==> src/rtl/mips_trace_monitor.sv <==
// Trace buffer and PC breakpoint monitor for the mips_soc core observation bus.
// Define MIPS_TRACE_DM_EN to add the wd_dm/rd_dm fields to each trace record.
module mips_trace_monitor #(
  parameter int DEPTH  = 16,
  parameter int NUM_BP = 2,
`ifdef MIPS_TRACE_DM_EN
  localparam int REC_W = 161,
`else
  localparam int REC_W = 97,
`endif
  localparam int AW = $clog2(DEPTH)
) (
  input  logic                  clk,
  input  logic                  rst,
  input  logic                  en,
  input  logic                  clear,
  input  logic                  resume,
  input  logic [31:0]           pc_current,
  input  logic [31:0]           instr,
  input  logic [31:0]           alu_out,
  input  logic [31:0]           wd_dm,
  input  logic [31:0]           rd_dm,
  input  logic                  we_dm,
  input  logic [32*NUM_BP-1:0]  bp_addr,
  input  logic [NUM_BP-1:0]     bp_valid,
  output logic                  halt,
  output logic [NUM_BP-1:0]     halt_cause,
  output logic                  rd_valid,
  input  logic                  rd_ready,
  output logic [REC_W-1:0]      rd_data,
  output logic [AW:0]           count,
  output logic                  overflow
);

  // state     | meaning
  // S_IDLE    | not tracing; en=1 samples this cycle and moves to S_CAPTURE
  // S_CAPTURE | recording one record per cycle, breakpoints armed
  // S_HALTED  | breakpoint hit, halt asserted, buffer frozen until resume
  typedef enum logic [1:0] {S_IDLE, S_CAPTURE, S_HALTED} state_t;

  localparam logic [AW:0] FULL_CNT = (AW+1)'(DEPTH);

  state_t              state, state_nxt;
  logic                step_past;
  logic                cap_act;
  logic                hit;
  logic [NUM_BP-1:0]   match;
  logic                push, pop, full;
  logic [AW-1:0]       head, tail;
  logic [REC_W-1:0]    rec;
  logic [REC_W-1:0]    mem [DEPTH];

`ifdef MIPS_TRACE_DM_EN
  assign rec = {we_dm, pc_current, instr, alu_out, wd_dm, rd_dm};
`else
  logic unused_dm;
  assign unused_dm = ^{wd_dm, rd_dm};
  assign rec = {we_dm, pc_current, instr, alu_out};
`endif

  always_comb begin
    match = '0;
    for (int i = 0; i < NUM_BP; i++) begin
      match[i] = bp_valid[i] && (pc_current == bp_addr[32*i +: 32]);
    end
  end

  // The first capture cycle after a resume skips the compare so the core can step off the breakpoint.
  assign cap_act = en && (state != S_HALTED);
  assign hit     = cap_act && !step_past && (|match);

  always_comb begin
    state_nxt = state;
    case (state)
      S_IDLE: begin
        if (hit)     state_nxt = S_HALTED;
        else if (en) state_nxt = S_CAPTURE;
      end
      S_CAPTURE: begin
        if (!en)      state_nxt = S_IDLE;
        else if (hit) state_nxt = S_HALTED;
      end
      S_HALTED: begin
        if (resume) state_nxt = en ? S_CAPTURE : S_IDLE;
      end
      default: state_nxt = S_IDLE;
    endcase
  end

  always_ff @(posedge clk or negedge rst) begin
    if (!rst) begin
      state      <= S_IDLE;
      step_past  <= 1'b0;
      halt_cause <= '0;
    end else begin
      state <= state_nxt;
      if (hit) halt_cause <= match;
      if (state == S_HALTED && resume) step_past <= 1'b1;
      else if (cap_act)                step_past <= 1'b0;
    end
  end

  assign halt = (state == S_HALTED);

  assign full     = (count == FULL_CNT);
  assign rd_valid = (count != '0);
  assign pop      = rd_valid && rd_ready;
  assign push     = cap_act;

  always_ff @(posedge clk) begin
    if (!clear && push) mem[tail] <= rec;
  end

  always_ff @(posedge clk or negedge rst) begin
    if (!rst) begin
      head     <= '0;
      tail     <= '0;
      count    <= '0;
      overflow <= 1'b0;
    end else if (clear) begin
      head     <= '0;
      tail     <= '0;
      count    <= '0;
      overflow <= 1'b0;
    end else begin
      if (push) tail <= tail + AW'(1);
      // A push into a full buffer with no pop drops the oldest record.
      if (pop || (push && full)) head <= head + AW'(1);
      if (push && !pop && full) overflow <= 1'b1;
      if (push && !pop && !full)  count <= count + (AW+1)'(1);
      else if (pop && !push)      count <= count - (AW+1)'(1);
    end
  end

  assign rd_data = rd_valid ? mem[head] : '0;

endmodule

==> config.mk <==
export PLATFORM = sky130hd
export DESIGN_NAME = mips_trace_monitor
export DESIGN_NICKNAME = d
export VERILOG_FILES = /design/src/rtl/mips_trace_monitor.sv
export SDC_FILE = /design/constraint.sdc
export NUM_CORES = 1
export LEC_CHECK = 0
export BUFFER_PORTS_ARGS = -buffer_cell sky130_fd_sc_hd__buf_4
export CAP_MARGIN = 10
export CORE_UTILIZATION = 45
export DETAILED_ROUTE_END_ITERATION = 10
export PLACE_DENSITY_LB_ADDON = 0.05
export SLEW_MARGIN = 5
export SYNTH_ARGS = -nofsm -noshare
export SYNTH_HDL_FRONTEND = slang
export SYNTH_SLANG_ARGS = --single-unit
==> constraint.sdc <==
create_clock -name clk -period 19.1 [get_ports clk]
set_input_delay 0.955 -clock clk [delete_from_list [all_inputs] [get_ports clk]]
set_output_delay 0.955 -clock clk [all_outputs]
set_load 0.005 [all_outputs]
* After elaboration in Yosys (flattened, before gate mapping)
Memory sizes are Yosys's and may differ from the RTL's.
Index checks and enable logic that the tools add are counted.
** Operators by class
- Add/subtract/negate cells :: 4
- Equal/unequal tests :: 9
- Multiplexer cells :: 21
- Reduce and logical (&&, ||, !) cells :: 28
** Operators by type and width (count)
- 97-bit two-way mux :: 1
- 32-bit equality test :: 2
- 4-bit two-way mux :: 4
- 5-bit two-way mux :: 3
- 1-bit logical AND :: 13
- 2-bit two-way mux :: 5
- 4-bit by 1-bit adder with 4-bit output (second input constant) :: 2
- 2-bit nonzero test :: 4
- 1-bit two-way mux :: 7
- 3-bit != test (second input constant) :: 2
- 2-bit one-hot mux with 3 select lines :: 1
- 5-bit by 1-bit adder with 5-bit output (second input constant) :: 1
- 5-bit equality test (second input constant) :: 1
- 1-bit zero test :: 5
- 5-bit nonzero test :: 1
- 5-bit by 1-bit subtractor with 5-bit output (second input constant) :: 1
- 2-bit != test (second input constant) :: 2
- 3-bit AND reduction :: 1
- 3-bit nonzero test :: 1
- 2-bit by 1-bit equality test with 1-bit output (second input constant) :: 1
- 2-bit equality test (second input constant) :: 1
- 2-bit zero test :: 1
- 2-bit OR reduction :: 1
- 1-bit logical OR :: 1
** Storage, ports and cells
- Register bits :: 19
- RAM bits :: 1552
- Input bits :: 233
- Output and inout port bits :: 107
- Logic and storage cells :: 70
- Memories :: 1
** Memory list
- mem :: words 16, bits a word 97, read ports 1, clocked after memory_dff 0, write ports 1, RTL line 51 : logic [REC_W-1:0] mem [DEPTH];

* Logic depth before layout (Yosys ltp)
Gate-level depths: netlist of the first run.
- Word-level depth :: 7
- Mapped depth :: 11
- Mapped depth without buffers :: 10

* Worst setup path after synthesis of the first run
No wires, ideal clock.
- Path type :: input to register
- From :: input port en
- To :: memory mem[0][0] (enable)
- Library setup time :: 0.672 ns
- Data arrival time :: 7.968 ns
- Required time :: 18.428 ns
- Slack :: 10.460 ns
- Stages :: 4
- Path buffers :: 0
- Path through :: nand2_1 > nor2_1 > nand2_1 > nor3_1
** On the way
- Longest elaborated chain between the ends :: 4
** Ends and longest elaborated chain
- from (decl) :: RTL line 15 : input logic en,
- 1-bit logical AND :: RTL line 69 : assign cap_act = en && (state != S_HALTED);
- 1-bit logical AND :: RTL line 111 : if (!clear && push) mem[tail] <= rec;
- 1-bit two-way mux :: RTL line 111
- 1-bit two-way mux (not written as such) :: RTL line 111
- to (decl) :: RTL line 51
Every way passes these cells.

* Final worst setup path of the first run
- From :: register head[1]
- To :: output port rd_data[79]
** On the way
- Longest elaborated chain between the ends :: 2
** Ends and longest elaborated chain
- from (decl) :: RTL line 49 : logic [AW-1:0] head, tail;
- from (signal assigned) :: RTL line 128 : if (pop || (push && full)) head <= head + AW'(1);
- memory read 16 x 97 bit
- 97-bit two-way mux :: RTL line 135 : assign rd_data = rd_valid ? mem[head] : '0;
- to (decl) :: RTL line 30 : output logic [REC_W-1:0] rd_data,
Every way passes these cells.

==> flow_summary.json, run 1 <==
{
  "status": "complete, no violations",
  "syn_area_um2": 60600,
  "die_y_um": 369,
  "synth_xor_xnor_area_share_pct": 1.04,
  "seq_area_frac_synth_pct": 77.7,
  "peakVddDrop_uv": 96.3,
  "via_count": 27700,
  "postPlaceCellArea_um2": 64900,
  "leakage_nw": 21.7,
  "cts.path.max_buffers": 3,
  "crit_top_cell": "buf_4",
  "synth_compound_gate_area_share_pct": 0.194,
  "synth_mux_area_share_pct": 18.0,
  "grtUsageTotal_pct": 21.7,
  "cts.clk_slew.worst_paths_ps": 60,
  "slew-limit-headroom_pct": 15.5,
  "final_common_cell": "edfxtp_1",
  "grt_pass1_vias": 30200,
  "grt_antenna_before_repair": 11,
  "synthSimpleGateAreaFrac_pct": 1.78,
  "core_area_um2": 133000,
  "rsz0062_at_grt": "no",
  "synth-seq-cells": 1571,
  "layoutNonFillerInstCount": 4751,
  "dp_slack_ps": 13680,
  "finalMaxSlewViolations": 0,
  "wl_per_cell_um": 30.4,
  "skew_ps": 27.1,
  "max_freq_mhz": 164,
  "drt_iter0_drc": 2114,
  "hold_viol_final": 0,
  "initial_core_util_pct": 45.4,
  "path_cells": "buf_4, buf_4, mux4_2, mux4_2, and2_1, buf_4",
  "root_buffer": "clkbuf_16",
  "first_pass_iters": 5,
  "postSynthCellCount": 2482,
  "die_w_um": 369,
  "cts_tree": "done",
  "post-route-drc-count": 0,
  "syn-num-nets": 2725,
  "crit_slowest_cell": "dfrtp_4",
  "fillers": 10400,
  "power_mw": 8.62,
  "hold_ws_ps": 407,
  "syn_area_per_cell_um2": 24.4,
  "ys_types": 34,
  "cap_violations": 0,
  "final_nets": 3100,
  "setup_viol": 0,
  "cp_data_required_time_ps": 18150,
  "utilization_pct": 52.4,
  "place.gp.congestion": 0.833,
  "vias_per_cell": 5.83,
  "area_delta_synth_final_pct": 15.4,
  "timing.setup.tns_ps": 0,
  "num_rows": 134,
  "yosysWarningCount": 0,
  "io_buffers": 275,
  "dieArea_um2": 136000,
  "hpwlAfterDp_um": 72600,
  "crit_path_end_kind": "output pin",
  "cp.arrival_ps": 5140,
  "crit_type": "flip-flop to output pin",
  "numCtsBuffers": 163,
  "worst_slack_ps": 13010,
  "clock_latency_ps": 780,
  "drive_gt1_share_pct": 35.3,
  "grt-ovfl-total": 0,
  "min_period_over_period_pct": 31.9,
  "dp_cells": 4459,
  "power_density_nw_per_um2": 123,
  "grt_pass1_wl_um": 209000,
  "start_kind": "flip-flop",
  "grt_max_degree": 142,
  "max_stage_delay_ps": 990,
  "post_cts_buffers": 0,
  "hp-class": "primary input to flip-flop",
  "path_max_fanout": 65,
  "worst_slew_pin_slew_ps": 1270,
  "design_area_um2": 69900,
  "most-common-layout-cells": "edfxtp_1, mux4_2, buf_4",
  "synth_top_family_by_area": "multiplexers",
  "ios": 340,
  "cts_max_level": 4,
  "clkSinkCount": 1571,
  "synthAdderAreaFrac_pct": 0.219,
  "ant_nets": 0,
  "drt_wl_total_um": 144000,
  "fin_crit_ps": 6090
}
==> where the power goes <==
part	internal, mW	switching [mW]	total, mW
sequential	3.82	0.0567	3.88
combinational	0.925	0.793	1.72
clock	1.77	1.25	3.03
total	6.52	2.10	8.62
==> worst max-delay path: cells and delay by family (launching register included) <==
kind | cells | cell delay (ps)
buf+inv | 3 | 1970
flops | 1 | 990
mux | 2 | 930
simple gates | 1 | 260
==> what timing repair did <==
action / 4_1_cts / 5_1_grt
gates resized for setup: 0 / 0
endpoints found under the hold margin: 1 / 0
hold buffers: 1 / 0
==> per-layer routing <==
layer	part of all wire (%)	track usage (%)
met5	0.044	0
met4	2.2	6.21
met2	50	35.4
met3	5.5	4.41
met1	43	29.7
==> state kept, by name (all words and copies together), names as in the netlist <==
| register | cells |
|---|---|
| state | 2 |
| mem | 1552 |
| halt_cause | 2 |
| tail | 4 |
| count | 5 |
| head | 4 |
| overflow | 1 |
| step_past | 1 |
==> cells in the mapped netlist <==
cell type	count	area share [%]
o311a_1	1	0.017
nor3_1	8	0.066
a41oi_1	1	0.014
xor2_1	4	0.058
edfxtp_1	1552	77
a21oi_1	7	0.058
a311oi_1	1	0.014
o21bai_1	1	0.012
nand4_1	17	0.18
nand3_1	6	0.050
buf_2	35	0.29
buf_6	12	0.22
dfrtp_1	19	0.78
mux4_2	485	18
clkbuf_1	66	0.41
buf_1	10	0.062
a21o_1	2	0.025
o21ai_1	2	0.017
ha_1	9	0.19
fa_1	1	0.033
nor4_1	7	0.072
or3_1	1	0.010
or4_1	1	0.012
nand2_1	26	0.16
nor2_1	27	0.17
nand3b_1	1	0.012
and2_1	98	1.0
o31ai_1	2	0.025
a21boi_1	1	0.012
mux2i_1	1	0.017
inv_1	5	0.031
nand2b_1	4	0.041
xnor2_1	68	0.98
inv_2	1	0.0062
==> layout make-up <==
class,instances,area [um^2],area share [%]
Antenna cell,3,7.51,0.0107
Inverter,6,25.0,0.0358
Tap cell,1768,2210,3.16
Clock inverter,78,671,0.959
Timing Repair Buffer,333,2550,3.65
Multi-Input combinational cell,782,13000,18.6
Sequential cell,1571,47100,67.3
Clock buffer,210,4380,6.27
==> path summary, 6_finish.rpt <==
path,start,endpoint,slack [ps],cells after the start
max,head[1],rd_data[79],13010,6
min,resume,state[1],410,2
max reg2reg,state[1],mem[8][17],14870,7
min reg2reg,halt_cause[0],halt_cause[0],500,2
max in group asynchronous,rst,head[2],18250,2
min in group asynchronous,rst,count[0],590,2
==> cell families (layout without fill, tap and decap cells) <==
kind of cell	after synthesis	in the layout
other cells	0	3
mux	486	486
flops	1571	1571
buf+inv	129	627
simple gates	196	196
xor+xnor	72	72
compound gates	18	18
fa+ha+maj	10	10
(Power assumes the default switching activity.)
==> inputs of run 2 (changes only) <==
clock period = 5.55 ns   (was 19.1 ns; I/O delays follow)
==> run 2 against run 1 <==
  * Combinational power increased to 3.5 times the previous value
  * Final area is 2.2% higher
  * Die area stayed put
==> flow_summary.json, run 2 (synthesis gave the netlist of run 1 again) <==
{
  "status": "complete, no violations",
  "min_period_over_period_pct": 74.2,
  "core_area_um2": 133000,
  "rsz0062_at_grt": "no",
  "io_buffers": 275,
  "design_area_um2": 71500,
  "num_rows": 134,
  "final_nets": 3215,
  "ant_nets": 0,
  "crit_path_end_kind": "output pin",
  "grtUsageTotal_pct": 21.8,
  "grt_pass1_vias": 30700,
  "cp_data_required_time_ps": 5270,
  "peakVddDrop_uv": 287,
  "hpwlAfterDp_um": 69900,
  "cp_top_family": "multiplexers",
  "fillers": 10300,
  "crit_type": "flip-flop to output pin",
  "cap_violations": 0,
  "hold_start": "bp_addr[7]",
  "hold_ws_ps": 203,
  "top_register": "mem",
  "setup_viol": 0,
  "wl_per_cell_um": 29.9,
  "dp_slack_ps": 2120,
  "grtUsageMet3_pct": 3.99,
  "path_cells": "buf_12, mux4_2, mux4_2, and2_1, buf_4",
  "hp-class": "primary input to flip-flop",
  "die_w_um": 369,
  "grt-ovfl-total": 0,
  "cts_max_level": 4,
  "seqCellArea_um2": 47100,
  "r2r-start": "count[1]",
  "ios": 340,
  "via_count": 28200,
  "initial_core_util_pct": 45.4,
  "r2r_end": "count[4]",
  "place.gp.congestion": 0.841,
  "cp.arrival_ps": 3840,
  "worst_slack_ps": 1430,
  "drt_iter0_drc": 2399,
  "grt_pass1_wl_um": 212000,
  "r2r_slack_ps": 2260,
  "final_common_cell": "edfxtp_1",
  "max_stage_delay_ps": 1010,
  "vias_per_cell": 5.77,
  "grt_antenna_before_repair": 6,
  "hold_path_depth": 7,
  "hold_viol_final": 0,
  "grt_max_degree": 98,
  "die_y_um": 369,
  "most-common-layout-cells": "edfxtp_1, mux4_2, buf_4",
  "cts.path.max_buffers": 3,
  "multi_input_area_um2": 13000,
  "slew-limit-headroom_pct": 16.1,
  "first_pass_iters": 7,
  "clkSinkCount": 1571,
  "finalMaxSlewViolations": 0,
  "crit_top_cell": "mux4_2",
  "cp_num_buf_inv": 2,
  "dieArea_um2": 136000,
  "numCtsBuffers": 165,
  "clock_latency_ps": 790,
  "fin_crit_ps": 4120,
  "path_max_fanout": 51,
  "largest_reg_flops": 1552,
  "power_mw": 29.9,
  "drive_gt1_share_pct": 34.0,
  "leakage_nw": 22.2,
  "reg2regPathDepth": 10,
  "min_to": "state[0]",
  "cts.clk_slew.worst_paths_ps": 60,
  "start_kind": "flip-flop",
  "worst_slew_pin_slew_ps": 1250,
  "drt_wl_total_um": 146000,
  "use_met1_pct": 30.0,
  "cts_tree": "done",
  "use_met2_pct": 36.2,
  "busiest_layer": "met2",
  "reg.largest.list": "mem: 1552 flops, count: 5 flops",
  "power_density_nw_per_um2": 418,
  "utilization_pct": 53.6,
  "root_buffer": "clkbuf_16",
  "max_freq_mhz": 243,
  "post-route-drc-count": 0,
  "area_delta_synth_final_pct": 18.0,
  "postPlaceCellArea_um2": 65200,
  "crit_slowest_cell": "dfrtp_4",
  "skew_ps": 18.3,
  "post_cts_resized": 0,
  "post_cts_buffers": 0
}
==> run 2: power breakdown <==
| part | switching [mW] | leakage, nW | internal (mW) |
|---|---|---|---|
| logic | 2.78 | 5.48 | 3.29 |
| registers | 0.187 | 14.2 | 13.1 |
| clock network | 4.42 | 2.49 | 6.08 |
| total | 7.39 | 22.2 | 22.5 |
==> run 2: worst max-delay path by stage <==
stage	from	endpoint	slack, ps	cells after the start
after global placement	head[0]	rd_data[78]	2140	5
after floorplan	state[1]	mem[12][0]	-50	5
after detailed placement	head[0]	rd_data[78]	2120	5
final	head[0]	rd_data[78]	1430	5
after global routing	head[0]	rd_data[78]	1200	5
after CTS	head[0]	rd_data[78]	1250	5
==> run 2: worst reg2reg max path: stages, from the launching register on <==
cell	delay, ps
dfrtp_1	470
or4_1	570
nor2_1	310
o21ai_1	270
fa_1	480
a21o_1	200
a21oi_1	280
or3_1	190
a21oi_1	70
a311oi_1	260
nor2_1	70
==> run 2: layout make-up <==
cell class	count	share of cell area [%]
repair buffers	446	5.60
clock inverters	87	1.04
clock buffers	214	6.13
multi-input cells	782	18.2
well taps	1768	3.09
diodes	4	0.0140
inverters	6	0.0350
flip-flops and latches	1571	65.9
==> run 2: metal layers <==
layer	vias up	part of all wire (%)	routed length, um
met5	-	0.039	57
met4	8	1.8	2640
met3	183	5.5	8030
met2	803	50	73300
met1	15500	42	61700
li1	11600	-	-
==> run 2: repair_timing <==
item	in CTS	in global routing
hold endpoints to repair	1590	0
endpoints found under the setup margin	0	0
hold buffers	113	0
==> run 2: stage by stage <==
stage / cells / setup TNS (ps)
2_1_floorplan: 2482 / -44790
3_3_place_gp: 4460 / 0
3_5_place_dp: 4460 / 0
4_1_cts: 4874 / 0
5_1_grt: 4874 / 0
6_report: 4878 / 0
